## src/rtl/frame_mem_arbiter_pkg.sv

```systemverilog
// Shared ZBT widths, the arbiter state encoding and the capture FIFO entry layout
// for frame_mem_arbiter.
package frame_mem_arbiter_pkg;

  localparam int ZBT_AW         = 19;
  localparam int ZBT_DW         = 36;
  localparam int RD_AW          = 18;
  localparam int RD_LAT_DEFAULT = 2;

  typedef enum logic [1:0] {
    IDLE  = 2'd0,
    READ  = 2'd1,
    WRITE = 2'd2
  } arb_state_e;

  typedef struct packed {
    logic [ZBT_AW-1:0] addr;
    logic [ZBT_DW-1:0] data;
  } wr_entry_t;

  // Two pixels share one word, so the word address drops x[0].
  function automatic logic [ZBT_AW-1:0] cap_addr(input logic       bank,
                                                 input logic [8:0] y,
                                                 input logic [9:0] x);
    return {bank, y, x[9:1]};
  endfunction

endpackage

```

## src/rtl/frame_mem_arbiter_cap_wr_fifo.sv

```systemverilog
// cap_wr_fifo: synchronous capture write FIFO with push, pop, full, empty and count.
// A push to a full FIFO is accepted only when a pop happens in the same cycle.
module cap_wr_fifo
  import frame_mem_arbiter_pkg::*;
#(
  parameter int DEPTH = 4
) (
  input  logic                     clk,
  input  logic                     reset,
  input  logic                     push,
  input  wr_entry_t                din,
  input  logic                     pop,
  output wr_entry_t                dout,
  output logic                     full,
  output logic                     empty,
  output logic [$clog2(DEPTH):0]   count
);

  localparam int PW = $clog2(DEPTH);
  localparam int CW = PW + 1;

  wr_entry_t       store [DEPTH];
  logic [PW-1:0]   wr_ptr;
  logic [PW-1:0]   rd_ptr;
  logic            do_push;
  logic            do_pop;

  assign full    = (count == CW'(DEPTH));
  assign empty   = (count == '0);
  assign do_pop  = pop && !empty;
  assign do_push = push && (!full || do_pop);
  assign dout    = store[rd_ptr];

  // NOTE: sequential state uses <= so every register samples pre-edge values.
  always_ff @(posedge clk) begin
    if (reset) begin
      wr_ptr <= '0;
      rd_ptr <= '0;
      count  <= '0;
    end else begin
      if (do_push) wr_ptr <= wr_ptr + PW'(1);
      if (do_pop)  rd_ptr <= rd_ptr + PW'(1);
      count <= count + CW'(do_push) - CW'(do_pop);
    end
  end

  // NOTE: storage is left unreset; count/pointers alone define what is valid.
  always_ff @(posedge clk) begin
    if (do_push) store[wr_ptr] <= din;
  end

endmodule

```

## src/rtl/frame_mem_arbiter.sv

```systemverilog
// frame_mem_arbiter: shares one ZBT port between capture writes and display reads.
// Optional DOUBLE_BUFFER_EN enables frame-based bank switching between write and read.
module frame_mem_arbiter
  import frame_mem_arbiter_pkg::*;
#(
  parameter int FIFO_DEPTH = 4,
  parameter int RD_LAT     = RD_LAT_DEFAULT,
  parameter int WR_URGENT  = 3
) (
  input  logic              clk,
  input  logic              reset,
  input  logic [35:0]       ntsc_pixels,
  input  logic              ntsc_flag,
  input  logic [9:0]        x,
  input  logic [8:0]        y,
  input  logic              frame_flag,
  input  logic              rd_req,
  input  logic [RD_AW-1:0]  rd_addr,
  output logic              rd_ack,
  output logic [ZBT_DW-1:0] rd_data,
  output logic              rd_valid,
  output logic [ZBT_AW-1:0] mem_addr,
  output logic              mem_we,
  output logic [ZBT_DW-1:0] mem_wdata,
  input  logic [ZBT_DW-1:0] mem_rdata,
  output logic              overflow
);

  localparam int CW = $clog2(FIFO_DEPTH) + 1;

  logic            bank_w;
  logic            bank_r;
  arb_state_e      state;
  arb_state_e      nxt;
  wr_entry_t       push_entry;
  wr_entry_t       head;
  logic            fifo_full;
  logic            fifo_empty;
  logic [CW-1:0]   fifo_count;
  logic            wr_pop;
  logic            rd_issued;
  logic            data_due;
  logic [RD_LAT-1:0] vld_sr;
  logic            unused_bits;

`ifdef DOUBLE_BUFFER_EN
  always_ff @(posedge clk) begin
    if (reset)           bank_w <= 1'b0;
    else if (frame_flag) bank_w <= ~bank_w;
  end
  assign bank_r      = ~bank_w;
  assign unused_bits = x[0];
`else
  assign bank_w      = 1'b0;
  assign bank_r      = 1'b0;
  assign unused_bits = ^{x[0], frame_flag};
`endif

  assign push_entry = '{addr: cap_addr(bank_w, y, x), data: ntsc_pixels};

  cap_wr_fifo #(.DEPTH(FIFO_DEPTH)) u_fifo (
    .clk   (clk),
    .reset (reset),
    .push  (ntsc_flag),
    .din   (push_entry),
    .pop   (wr_pop),
    .dout  (head),
    .full  (fifo_full),
    .empty (fifo_empty),
    .count (fifo_count)
  );

  // A backlog at WR_URGENT pre-empts reads so capture cannot overflow under steady load.
  // NOTE: the default assignment first keeps always_comb free of inferred latches.
  always_comb begin
    nxt = IDLE;
    if (32'(fifo_count) >= WR_URGENT) nxt = WRITE;
    else if (rd_req)                  nxt = READ;
    else if (!fifo_empty)             nxt = WRITE;
  end

  assign wr_pop = (nxt == WRITE);

  always_ff @(posedge clk) begin
    if (reset) begin
      state     <= IDLE;
      mem_we    <= 1'b0;
      mem_addr  <= '0;
      mem_wdata <= '0;
      rd_ack    <= 1'b0;
    end else begin
      state  <= nxt;
      mem_we <= 1'b0;
      rd_ack <= 1'b0;
      unique case (nxt)
        READ: begin
          mem_addr <= {bank_r, rd_addr};
          rd_ack   <= 1'b1;
        end
        WRITE: begin
          mem_addr  <= head.addr;
          mem_wdata <= head.data;
          mem_we    <= 1'b1;
        end
        default: ;
      endcase
    end
  end

  always_ff @(posedge clk) begin
    if (reset)                                   overflow <= 1'b0;
    else if (ntsc_flag && fifo_full && !wr_pop)  overflow <= 1'b1;
  end

  // The command launched with rd_ack returns on the RD_LAT-th edge after it.
  assign rd_issued = (state == READ);

  if (RD_LAT == 1) begin : g_lat1
    assign data_due = rd_issued;
  end else begin : g_latn
    assign data_due = vld_sr[RD_LAT-2];
  end

  always_ff @(posedge clk) begin
    if (reset) begin
      vld_sr  <= '0;
      rd_data <= '0;
    end else begin
      vld_sr[0] <= rd_issued;
      for (int i = 1; i < RD_LAT; i++) vld_sr[i] <= vld_sr[i-1];
      if (data_due) rd_data <= mem_rdata;
    end
  end

  assign rd_valid = vld_sr[RD_LAT-1];

endmodule
```

## config.mk

```make
export PLATFORM = sky130hd
export DESIGN_NAME = frame_mem_arbiter
export DESIGN_NICKNAME = d
export VERILOG_FILES = /design/src/rtl/frame_mem_arbiter_pkg.sv /design/src/rtl/frame_mem_arbiter_cap_wr_fifo.sv /design/src/rtl/frame_mem_arbiter.sv
export SDC_FILE = /design/constraint.sdc
export NUM_CORES = 1
export LEC_CHECK = 0
export ABC_CLOCK_PERIOD_IN_PS = 7000
export BUFFER_PORTS_ARGS = -buffer_cell sky130_fd_sc_hd__buf_4
export CAP_MARGIN = 20
export CORE_MARGIN = 2
export CORE_UTILIZATION = 60
export CTS_BUF_LIST = sky130_fd_sc_hd__clkbuf_4 sky130_fd_sc_hd__clkbuf_8 sky130_fd_sc_hd__clkbuf_16
export DETAILED_ROUTE_END_ITERATION = 8
export PLACE_DENSITY = 0.85
export SLEW_MARGIN = 5
export SYNTH_ARGS = -nofsm -noshare
export SYNTH_HDL_FRONTEND = slang
export SYNTH_SLANG_ARGS = --single-unit
```

## constraint.sdc

```tcl
create_clock -name clk -period 7 [get_ports clk]
set_input_delay 0 -clock clk [delete_from_list [all_inputs] [get_ports clk]]
set_output_delay 0 -clock clk [all_outputs]
set_load 0.01 [all_outputs]
```

==> parameters.txt, run 1 <==
Parameter                              Value

Worst setup path
  Slowest cell on crit path ... sky130_fd_sc_hd__buf_4
  Maximum fanout count along the critical path ... 76
  R2R setup slack ... 3.35 ns
  Beginning of the critical path ... u_fifo.count[2]
  Chain of cells forming the critical path ... inv_1, ha_1, or2_1, o32ai_4, buf_4, inv_2, ha_1, inv_1, ha_1, inv_1, fa_1, xor2_1, nor2_1
  Kind of capture point of the worst setup path ... register
  Crit path buf inv count ... 5
  Data arrival time at the worst-slack endpoint ... 4.07 ns
  Startpoint of the most critical register-to-register path ... u_fifo.count[2]
  Kind of critical path ... reg2reg
  Required time of the critical path ... 7.42 ns
  Crit path launch type ... register
  Top Family by Delay on Critical Path ... buffers and inverters
  Max stage delay on crit path ... 0.72 ns

Clocking
  Largest buffer count on any clock path ... 3
  Number of buffers inserted by post-CTS setup repair ... 0
  Clock Pin Slew Worst Setup and Hold Paths ... 0.07 ns
  Clock sink count ... 321
  Htree depth ... 1
  Number of clock buffers inserted by TritonCTS ... 31
  Latest clock arrival within the worst-skew pair ... 0.54 ns
  CTS tree ... yes
  Clock Root Buffer ... sky130_fd_sc_hd__clkbuf_16

Logic synthesis
  Async S/R FF share, synth ... 0%
  Yosys warning total ... 0
  Primary flip-flop cell chosen by synthesis mapping ... sky130_fd_sc_hd__edfxtp_1
  Post-synth top area share ... 55.2%
  Dominant cell by count in the synthesized netlist ... sky130_fd_sc_hd__edfxtp_1
  Number of cells produced by synthesis ... 696
  Synth area leader ... sky130_fd_sc_hd__edfxtp_1
  Share of the yosys chip area belonging to registers ... 73.1%
  Most common library cells after synthesis ... 216 x sky130_fd_sc_hd__edfxtp_1, 105 x sky130_fd_sc_hd__dfxtp_1, 72 x sky130_fd_sc_hd__nand2_1
  Flip-flop and latch count after synthesis ... 321
  Distinct cell type count of the synthesized netlist ... 32
  Mean instance size in the synthesized netlist ... 16.9 sq um
  Nets in the synthesized netlist ... 818
  Synthesized cell area ... 0.0117 sq mm
  Number of synthesized flops with an enable pin ... 216
  Largest cells by area after synthesis ... sky130_fd_sc_hd__edfxtp_1 55%, sky130_fd_sc_hd__dfxtp_1 18%, sky130_fd_sc_hd__mux4_2 9.8%, sky130_fd_sc_hd__mux2i_1 4.5%, sky130_fd_sc_hd__nand2_1 2.3%

Drt
  Drt wl/cell ... 21.6 um
  Total detailed-routing wirelength ... 28100 um
  Routed via count divided by cell count ... 5.56
  Remaining design rule violation count ... 0
  Number of nets still failing antenna checks after routing ... 0
  Routed vias ... 7242
  Number of optimization iterations in the first detailed-route pass ... 5
  Detailed Route Iter0 Violations ... 441

Die
  Core Box Area ... 0.0193 sq mm
  Starting density of the core ... 60.8%
  # IOs ... 209
  Vertical die dimension ... 144 um
  Die area ... 0.0207 sq mm
  Floorplan die width ... 144 um
  Number of rows in the core area ... 51

Power and ir drop
  Part of the total power dissipated in the clock network ... 31.8%
  Switching portion of total power ... 27.5%
  Internal power ... 0.00394 W
  Share of power burned in registers ... 44.8%
  Power per standard cell area ... 348 mW/mm^2
  Net switching component of the power ... 0.00150 W
  Static leakage ... 5.82 nW
  Worst vdd ir ... 0.291 mV
  Power share of the combinational group ... 23.4%

Placed design
  Routability-driven placement congestion ratio ... 0.697
  Post-Place Worst Slack ... 3.30 ns
  Total half-perimeter wirelength after legalization and detailed placement ... 13800 um
  Cell area after placement ... 0.0134 sq mm
  Port-buffer cells ... 205

STA
  Final-report max-slew violation count ... 0
  Least setup slack across all paths after layout ... 3.35 ns
  Number of hold-slack violations in the final timing report ... 0
  Setup TNS Final ... 0 ns
  Timing-limited maximum frequency ... 274 MHz
  Setup repair after global routing missed its margin ... false
  Part of the cycle the worst path needs ... 52.2%
  Number of setup violations in the final report ... 0
  Max transition margin ... 23.2%
  Final worst clock skew ... 0.0216 ns
  Slew @ Worst Pin ... 1.15 ns
  Minimum clock period ... 3.65 ns

Finish
  Count of filler cells inserted in the layout ... 950
  Net total in the final layout ... 1133
  Post-route cell area ... 0.0156 sq mm
  Signed area change from the synthesized netlist to the final layout ... 32.9%
  Footprint of the multi-input gates ... 0.00287 sq mm
  Share of post-route cells with drive strength above 1 ... 31.3%
  Storage cell area ... 0.00859 sq mm
  Share of the core filled with cells in the final layout ... 80.8%

Hold path
  Worst hold path startpoint ... ntsc_pixels[16]
  Min-Delay Path Class ... in2reg

GRT
  Maximum number of pins on one net before global-route repair ... 96
  Remaining global-route overflow ... 0
  Wire length of the first global-routing pass ... 41300 um
  Number of antenna violations at the first check in global routing ... 2
  Number of global-route vias before repair ... 7617
  Overall Global Routing Usage ... 26.6%

Status
  Status ... completed

Run
  Count of maximum capacitance violations ... 0
==> cells in the final DEF, fill, tap and decap left out, types with 17 or more instances in the layout <==
cell,n
sky130_fd_sc_hd__edfxtp_1,216
sky130_fd_sc_hd__buf_4,213
sky130_fd_sc_hd__dlygate4sd3_1,111
sky130_fd_sc_hd__dfxtp_1,102
sky130_fd_sc_hd__nand2_1,72
sky130_fd_sc_hd__nor2_1,60
sky130_fd_sc_hd__mux2i_1,53
sky130_fd_sc_hd__mux4_2,51
sky130_fd_sc_hd__a21oi_1,37
sky130_fd_sc_hd__clkbuf_16,31
sky130_fd_sc_hd__a211oi_1,17
==> power groups by stage <==
| stage | Sequential, W | Clock [W] | Combinational [W] |
|---|---|---|---|
| 2_1_floorplan | 0.00242 | 0 | 0.000822 |
| 3_3_place_gp | 0.00245 | 0 | 0.00116 |
| 3_5_place_dp | 0.00246 | 0 | 0.00120 |
| 4_1_cts | 0.00243 | 0.00174 | 0.00126 |
| 5_1_grt | 0.00246 | 0.00182 | 0.00137 |
| 6_report | 0.00243 | 0.00173 | 0.00127 |
==> registers in the layout, indices dropped and copies added, names as in the netlist, named ones only <==
name,count
u_fifo.rd_ptr,2
u_fifo.count,3
state,2
mem_wdata,36
vld_sr,2
overflow,1
rd_data,36
u_fifo.store,216
u_fifo.wr_ptr,2
mem_we,1
mem_addr,18
==> repair_timing <==
action | CTS | global route
resized for setup | 0 | 0
hold buffers | 111 | 0
hold endpoints to repair | 277 | 0
==> path summary, 6_finish.rpt <==
path	end	cells after the start
setup reg to reg	u_fifo.count[2]	13
setup / recovery	u_fifo.count[2]	13
hold / removal	u_fifo.store[0][16]	2
hold reg to reg	vld_sr[0]	1
==> kinds of logic after synthesis <==
family | synth area share (%)
muxes | 15.0
AOI/OAI and AO/OA | 3.22
adders and majority gates | 0.916
xor gates and xnor gates | 0.224
buffers and inverters | 2.51
and+or+nand+nor | 5.02
other | 0.0319
DFF | 73.1
==> cell type report <==
cell class / count / share of cell area, %
sequential: 321 / 55.0
timing repair buffer: 324 / 17.4
clock buffer: 36 / 5.29
multi-input combinational: 325 / 18.4
inverter: 8 / 0.192
antenna: 2 / 0.0321
tap: 265 / 2.12
clock inverter: 21 / 1.59
==> metrics by stage <==
stage | hold WS, ns | total power, W | std cells
CTS | 0.187 | 0.00543 | 1300
global placement | 0.201 | 0.00361 | 1132
finish | 0.210 | 0.00544 | 1302
detailed placement | 0.203 | 0.00366 | 1132
floorplan | 0.0961 | 0.00325 | 696
global route | 0.194 | 0.00566 | 1302
==> layer usage <==
metal	up-vias	wire, um	GRT usage, %
met5	-	0	0
met2	342	14700	47.6
li1	3246	-	-
met1	3586	10400	32.2
met3	68	2210	5.60
met4	0	885	9.39
No activity file was read; power rests on OpenSTA's default activity.
==> run 2, diff against run 1 <==
ABC_CLOCK_PERIOD_IN_PS = 3800   (was 7000)
CORE_UTILIZATION = 55   (was 60)
PLACE_DENSITY = 0.79   (was 0.85)
clock period = 3.8 ns   (was 7 ns; I/O delays follow)
==> parameters.txt, run 2 (same netlist as run 1, synthesis figures left out) <==
Parameter                              Value

Finish
  Most common library cell in the layout ignoring fill and taps ... sky130_fd_sc_hd__buf_4 (was sky130_fd_sc_hd__edfxtp_1)
  Count of filler cells inserted in the layout ... 1156 (was 950)
  Net total in the final layout ... 1160 (was 1133)
  Regs by FF count ... u_fifo.store: 216 flops, mem_wdata: 36 flops, rd_data: 36 flops (unchanged)
  Footprint of the multi-input gates ... 0.00287 sq mm (unchanged)
  Register with the most flip-flops ... u_fifo.store (unchanged)
  Storage cell area ... 0.00859 sq mm (unchanged)
  Largest register FFs ... 216 (unchanged)
  Signed area change from the synthesized netlist to the final layout ... 35.5% (was 32.9%)
  Most frequent cells in the layout ... 218 x sky130_fd_sc_hd__buf_4, 216 x sky130_fd_sc_hd__edfxtp_1, 133 x sky130_fd_sc_hd__dlygate4sd3_1, 102 x sky130_fd_sc_hd__dfxtp_1, 72 x sky130_fd_sc_hd__nand2_1 (was 216 x sky130_fd_sc_hd__edfxtp_1, 213 x sky130_fd_sc_hd__buf_4, 111 x sky130_fd_sc_hd__dlygate4sd3_1, 102 x sky130_fd_sc_hd__dfxtp_1, 72 x sky130_fd_sc_hd__nand2_1)
  Share of post-route cells with drive strength above 1 ... 31.4% (was 31.3%)

STA
  Setup repair after global routing missed its margin ... false (unchanged)
  Max transition margin ... 27.0% (was 23.2%)
  Post-route worst hold slack ... 0.191 ns (was 0.210 ns)
  Final-report max-slew violation count ... 0 (unchanged)
  Number of hold-slack violations in the final timing report ... 0 (unchanged)
  Slew @ Worst Pin ... 1.10 ns (was 1.15 ns)
  Timing-limited maximum frequency ... 378 MHz (was 274 MHz)
  Number of setup violations in the final report ... 0 (unchanged)
  Minimum clock period ... 2.65 ns (was 3.65 ns)
  Part of the cycle the worst path needs ... 69.7% (was 52.2%)
  Setup TNS Final ... 0 ns (unchanged)
  Final worst clock skew ... 0.0157 ns (was 0.0216 ns)

Worst setup path
  Data arrival time at the worst-slack endpoint ... 3.05 ns (was 4.07 ns)
  Kind of critical path ... reg2reg (unchanged)
  Maximum fanout count along the critical path ... 37 (was 76)
  End point of the critical path ... u_fifo.count[2] (unchanged)
  Worst flop-to-flop path endpoint ... u_fifo.count[2] (unchanged)
  Beginning of the critical path ... u_fifo.count[2] (unchanged)
  Kind of capture point of the worst setup path ... register (unchanged)
  Number of cells on the worst reg-to-reg path ... 12 (was 13)
  Crit path launch type ... register (unchanged)
  Startpoint of the most critical register-to-register path ... u_fifo.count[2] (unchanged)
  R2R setup slack ... 1.15 ns (was 3.35 ns)
  Required time of the critical path ... 4.21 ns (was 7.42 ns)

GRT
  Overall Global Routing Usage ... 23.1% (was 26.6%)
  Remaining global-route overflow ... 0 (unchanged)
  Number of global-route vias before repair ... 7431 (was 7617)
  Wire length of the first global-routing pass ... 39700 um (was 41300 um)
  Maximum number of pins on one net before global-route repair ... 76 (was 96)
  Number of antenna violations at the first check in global routing ... 2 (unchanged)

Die
  Vertical die dimension ... 150 um (was 144 um)
  # IOs ... 209 (unchanged)
  Number of rows in the core area ... 53 (was 51)
  Core Box Area ... 0.0210 sq mm (was 0.0193 sq mm)
  Die area ... 0.0225 sq mm (was 0.0207 sq mm)
  Floorplan die width ... 150 um (was 144 um)
  Starting density of the core ... 55.9% (was 60.8%)

Drt
  Detailed Route Iter0 Violations ... 422 (was 441)
  Number of optimization iterations in the first detailed-route pass ... 4 (was 5)
  Routed vias ... 7063 (was 7242)
  Drt wl/cell ... 19.5 um (was 21.6 um)
  Number of nets still failing antenna checks after routing ... 0 (unchanged)
  Remaining design rule violation count ... 0 (unchanged)
  Routed via count divided by cell count ... 5.27 (was 5.56)
  Total detailed-routing wirelength ... 26200 um (was 28100 um)

Clocking
  CTS tree ... yes (unchanged)
  Number of clock buffers inserted by TritonCTS ... 31 (unchanged)
  Htree depth ... 1 (unchanged)
  Clock Root Buffer ... sky130_fd_sc_hd__clkbuf_16 (unchanged)
  Clock Pin Slew Worst Setup and Hold Paths ... 0.06 ns (was 0.07 ns)
  Largest buffer count on any clock path ... 3 (unchanged)
  Latest clock arrival within the worst-skew pair ... 0.56 ns (was 0.54 ns)
  Clock sink count ... 321 (unchanged)
  Number of buffers inserted by post-CTS setup repair ... 0 (unchanged)

Placed design
  Routability-driven placement congestion ratio ... 0.680 (was 0.697)
  Port-buffer cells ... 205 (unchanged)
  Total half-perimeter wirelength after legalization and detailed placement ... 14300 um (was 13800 um)

Power and ir drop
  Static leakage ... 5.95 nW (was 5.82 nW)
  Worst vdd ir ... 0.521 mV (was 0.291 mV)
  Power per standard cell area ... 633 mW/mm^2 (was 348 mW/mm^2)

Run
  Count of maximum capacitance violations ... 0 (unchanged)

Status
  Status ... completed (unchanged)

Hold path
  Min-Delay Path Class ... in2reg (unchanged)
==> run 2: repair_timing <==
item | in CTS | in global routing
hold buffers | 133 | 0
resized for setup | 0 | 0
endpoints found under the hold margin | 276 | 0
==> run 2: power breakdown <==
group / leakage (nW) / switching [W] / total (W) / internal, W
registers: 2.85 / 0.000339 / 0.00447 / 0.00413
logic: 2.57 / 0.00111 / 0.00234 / 0.00123
clock network: 0.533 / 0.00129 / 0.00326 / 0.00197
total: 5.95 / 0.00274 / 0.0101 / 0.00734
==> run 2: area by class of cell <==
class                           instances  share of cell area (%)
Inverter                                8                   0.189
Multi-Input combinational cell        325                    18.0
Clock inverter                         21                    1.71
Antenna cell                            2                  0.0314
Tap cell                              275                    2.16
Timing Repair Buffer                  351                    18.6
Clock buffer                           37                    5.24
Sequential cell                       321                    54.0
==> run 2: critical path, stage by stage, from the launching register on <==
cell and delay (ns):
sky130_fd_sc_hd__dfxtp_1 0.39, sky130_fd_sc_hd__inv_1 0.06, sky130_fd_sc_hd__ha_1 0.16, sky130_fd_sc_hd__or2_1 0.25, sky130_fd_sc_hd__o32ai_4 0.14, sky130_fd_sc_hd__inv_2 0.32
sky130_fd_sc_hd__ha_1 0.40, sky130_fd_sc_hd__inv_1 0.05, sky130_fd_sc_hd__ha_1 0.13, sky130_fd_sc_hd__inv_1 0.05, sky130_fd_sc_hd__fa_1 0.36, sky130_fd_sc_hd__xor2_1 0.15
sky130_fd_sc_hd__nor2_1 0.05
==> run 2: layer usage <==
layer / part of all wire, % / wire (um) / track usage, % / up-vias
met3: 7.1 / 1870 / 4.00 / 43
met5: 0 / 0 / 0 / -
met4: 2.0 / 528 / 5.85 / 0
li1: - / - / - / 3292
met2: 52 / 13500 / 42.4 / 269
met1: 39 / 10300 / 28.5 / 3459
==> run 2: worst min-delay path by stage <==
stage	from	end	slack, ns	cells past startpoint
finish	ntsc_pixels[3]	u_fifo.store[3][3]	0.19	2
global route	ntsc_pixels[9]	u_fifo.store[2][9]	0.18	2
CTS	ntsc_pixels[12]	u_fifo.store[0][12]	0.17	2
detailed placement	ntsc_pixels[6]	u_fifo.store[2][6]	0.20	1
global placement	ntsc_pixels[15]	u_fifo.store[2][15]	0.20	1
floorplan	reset	state[0]	0.1	1
==> run 2: per-stage QoR <==
stage               worst slack, ns  instance area [sq um]  std cells  utilization (%)  power, W
detailed placement             1.08                  13500       1147             64.1   0.00674
CTS                            1.08                  15900       1338             75.7    0.0101
finish                         1.15                  15900       1340             75.7    0.0101
global placement               1.13                  13500       1147             64.1   0.00667
floorplan                      1.38                  11700        696                -   0.00598
global route                  0.973                  15900       1340             75.7    0.0105
==> run 3, diff against run 2 <==
ABC_CLOCK_PERIOD_IN_PS = 2200   (was 3800)
CORE_UTILIZATION = 50   (was 55)
PLACE_DENSITY = 0.75   (was 0.79)
clock period = 2.2 ns   (was 3.8 ns; I/O delays follow)
==> parameters.txt, run 3 (same netlist as run 1, synthesis figures left out) <==
Parameter                              Value

Finish
  Filler-free cell count of the finished design ... 1382 (was 1340)
  Regs by FF count ... u_fifo.store: 216 flops, mem_wdata: 36 flops, rd_data: 36 flops (unchanged)
  Most common library cell in the layout ignoring fill and taps ... sky130_fd_sc_hd__buf_4 (unchanged)
  Largest register FFs ... 216 (unchanged)
  Most frequent cells in the layout ... 221 x sky130_fd_sc_hd__buf_4, 216 x sky130_fd_sc_hd__edfxtp_1, 122 x sky130_fd_sc_hd__dlygate4sd3_1, 100 x sky130_fd_sc_hd__dfxtp_1, 72 x sky130_fd_sc_hd__nand2_1 (was 218 x sky130_fd_sc_hd__buf_4, 216 x sky130_fd_sc_hd__edfxtp_1, 133 x sky130_fd_sc_hd__dlygate4sd3_1, 102 x sky130_fd_sc_hd__dfxtp_1, 72 x sky130_fd_sc_hd__nand2_1)
  Net total in the final layout ... 1159 (was 1160)
  Register with the most flip-flops ... u_fifo.store (unchanged)
  Share of post-route cells with drive strength above 1 ... 33.5% (was 31.4%)
  Signed area change from the synthesized netlist to the final layout ... 36.4% (was 35.5%)

Worst setup path
  Chain of cells forming the critical path ... inv_2, ha_2, or2_4, o32ai_4, inv_2, ha_4, inv_2, ha_4, inv_2, fa_2, nor2_1 (was inv_1, ha_1, or2_1, o32ai_4, inv_2, ha_1, inv_1, ha_1, inv_1, fa_1, xor2_1, nor2_1)
  Top Family by Delay on Critical Path ... adder cells (unchanged)
  Kind of critical path ... reg2reg (unchanged)
  Beginning of the critical path ... u_fifo.count[2] (unchanged)
  Most used cell along the critical path ... sky130_fd_sc_hd__inv_2
  Kind of capture point of the worst setup path ... register (unchanged)
  Data arrival time at the worst-slack endpoint ... 2.53 ns (was 3.05 ns)
  Number of cells on the worst reg-to-reg path ... 11 (was 12)
  Crit path buf inv count ... 4 (unchanged)
  End point of the critical path ... u_fifo.count[1] (was u_fifo.count[2])
  Maximum fanout count along the critical path ... 2 (was 37)
  Startpoint of the most critical register-to-register path ... u_fifo.count[2] (unchanged)
  Worst flop-to-flop path endpoint ... u_fifo.count[1] (was u_fifo.count[2])
  Slowest cell on crit path ... sky130_fd_sc_hd__fa_2 (was sky130_fd_sc_hd__ha_1)
  Required time of the critical path ... 2.63 ns (was 4.21 ns)
  Max stage delay on crit path ... 0.53 ns (was 0.40 ns)
  Cell depth of the worst setup path ... 11 (was 12)
  R2R setup slack ... 0.10 ns (was 1.15 ns)
  Crit path launch type ... register (unchanged)

Clocking
  Htree depth ... 1 (unchanged)
  Clock Pin Slew Worst Setup and Hold Paths ... 0.06 ns (about the same)
  Number of clock buffers inserted by TritonCTS ... 31 (unchanged)
  Clock Root Buffer ... sky130_fd_sc_hd__clkbuf_16 (unchanged)
  Latest clock arrival within the worst-skew pair ... 0.56 ns (about the same)
  CTS tree ... yes (unchanged)
  Clock sink count ... 321 (unchanged)
  Largest buffer count on any clock path ... 3 (unchanged)

STA
  Part of the cycle the worst path needs ... 95.2% (was 69.7%)
  Setup TNS Final ... 0 ns (unchanged)
  Final worst clock skew ... 0.0207 ns (was 0.0157 ns)
  Timing-limited maximum frequency ... 477 MHz (was 378 MHz)
  Slew @ Worst Pin ... 0.603 ns (was 1.10 ns)
  Minimum clock period ... 2.10 ns (was 2.65 ns)
  Number of setup violations in the final report ... 0 (unchanged)
  Final-report max-slew violation count ... 0 (unchanged)
  Number of hold-slack violations in the final timing report ... 0 (unchanged)
  Max transition margin ... 59.8% (was 27.0%)

Status
  Status ... completed (unchanged)

Placed design
  Number of cells in the design after placement ... 1198 (was 1147)
  Total half-perimeter wirelength after legalization and detailed placement ... 14700 um (was 14300 um)
  Routability-driven placement congestion ratio ... 0.712 (was 0.680)
  Port-buffer cells ... 205 (unchanged)

Hold path
  Min-Delay Path Class ... in2reg (unchanged)

GRT
  Remaining global-route overflow ... 0 (unchanged)
  Maximum number of pins on one net before global-route repair ... 76 (unchanged)
  Number of antenna violations at the first check in global routing ... 1 (was 2)
  Number of global-route vias before repair ... 7452 (was 7431)
  Overall Global Routing Usage ... 20.9% (was 23.1%)
  Wire length of the first global-routing pass ... 39700 um (about the same)

Drt
  Detailed Route Iter0 Violations ... 428 (was 422)
  Remaining design rule violation count ... 0 (unchanged)
  Routed vias ... 7202 (was 7063)
  Drt wl/cell ... 18.9 um (was 19.5 um)
  Total detailed-routing wirelength ... 26200 um (about the same)
  Number of nets still failing antenna checks after routing ... 0 (unchanged)
  Number of optimization iterations in the first detailed-route pass ... 5 (was 4)
  Routed via count divided by cell count ... 5.21 (was 5.27)

Power and ir drop
  Post-layout power ... 0.0173 W (was 0.0101 W)
  Power per standard cell area ... 1080 mW/mm^2 (was 633 mW/mm^2)
  Worst vdd ir ... 0.703 mV (was 0.521 mV)
  Static leakage ... 5.99 nW (was 5.95 nW)

Die
  Vertical die dimension ... 157 um (was 150 um)
  Die area ... 0.0247 sq mm (was 0.0225 sq mm)
  Starting density of the core ... 50.5% (was 55.9%)
  # IOs ... 209 (unchanged)
  Floorplan die width ... 157 um (was 150 um)
  Core Box Area ... 0.0233 sq mm (was 0.0210 sq mm)
  Number of rows in the core area ... 56 (was 53)

Run
  Count of maximum capacitance violations ... 0 (unchanged)
-- run 3: final cells by class --
cell class                 count  area (sq um)
sequential                   321          8600
fill                        1522          7240
timing repair buffer         350          3010
multi-input combinational    325          2900
clock buffer                  41           882
tap                          319           399
clock inverter                17           195
inverter                       8          30.0
antenna                        1          2.50
-- run 3: worst min-delay path by stage --
| stage | start | to | slack [ns] | cells after the start |
|---|---|---|---|---|
| 2_1_floorplan | reset | state[0] | 0.1 | 1 |
| 3_3_place_gp | ntsc_pixels[19] | u_fifo.store[3][19] | 0.20 | 1 |
| 3_5_place_dp | ntsc_pixels[12] | u_fifo.store[0][12] | 0.20 | 1 |
| 4_1_cts | ntsc_pixels[11] | u_fifo.store[2][11] | 0.16 | 2 |
| 5_1_grt | ntsc_pixels[3] | u_fifo.store[0][3] | 0.18 | 2 |
| 6_report | ntsc_pixels[11] | u_fifo.store[2][11] | 0.19 | 2 |
-- run 3: timing repair --
action	CTS	global route
hold buffers	122	0
setup buffers	0	3
setup endpoints to repair	0	25
hold endpoints to repair	283	0
resized for setup	0	4
-- run 3: per-stage QoR --
step / setup WS (ns) / area [sq um] / utilization, % / hold slack (ns)
final: 0.105 / 16000 / 68.9 / 0.189
after global routing: -0.00182 / 16000 / 68.9 / 0.184
after CTS: 0.0482 / 16000 / 68.7 / 0.155
after detailed placement: 0.0402 / 13700 / 58.8 / 0.202
after global placement: 0.122 / 13700 / 58.8 / 0.201
after floorplan: -0.0609 / 11800 / - / 0.0961
-- run 3: where the power goes --
part | internal [W] | leakage [nW] | total (W) | switching (W)
Combinational | 0.00222 | 2.61 | 0.00432 | 0.00210
Sequential | 0.00715 | 2.85 | 0.00759 | 0.000443
Clock | 0.00329 | 0.535 | 0.00544 | 0.00215
Total | 0.0127 | 5.99 | 0.0173 | 0.00469
-- run 3: worst register-to-register path, cell delays in order, from the launching register on --
cell	delay (ns)
sky130_fd_sc_hd__dfxtp_4	0.35
sky130_fd_sc_hd__inv_2	0.03
sky130_fd_sc_hd__ha_2	0.16
sky130_fd_sc_hd__or2_4	0.24
sky130_fd_sc_hd__o32ai_4	0.13
sky130_fd_sc_hd__inv_2	0.08
sky130_fd_sc_hd__ha_4	0.22
sky130_fd_sc_hd__inv_2	0.06
sky130_fd_sc_hd__ha_4	0.11
sky130_fd_sc_hd__inv_2	0.03
sky130_fd_sc_hd__fa_2	0.53
sky130_fd_sc_hd__nor2_1	0.04
-- run 3: layer usage --
layer	share of wire [%]	GRT usage, %	vias to the layer above
met5	0	0	-
met4	2.2	6.15	0
met3	6.7	3.77	43
met2	50	36.6	266
met1	41	26.7	3598
li1	-	-	3295
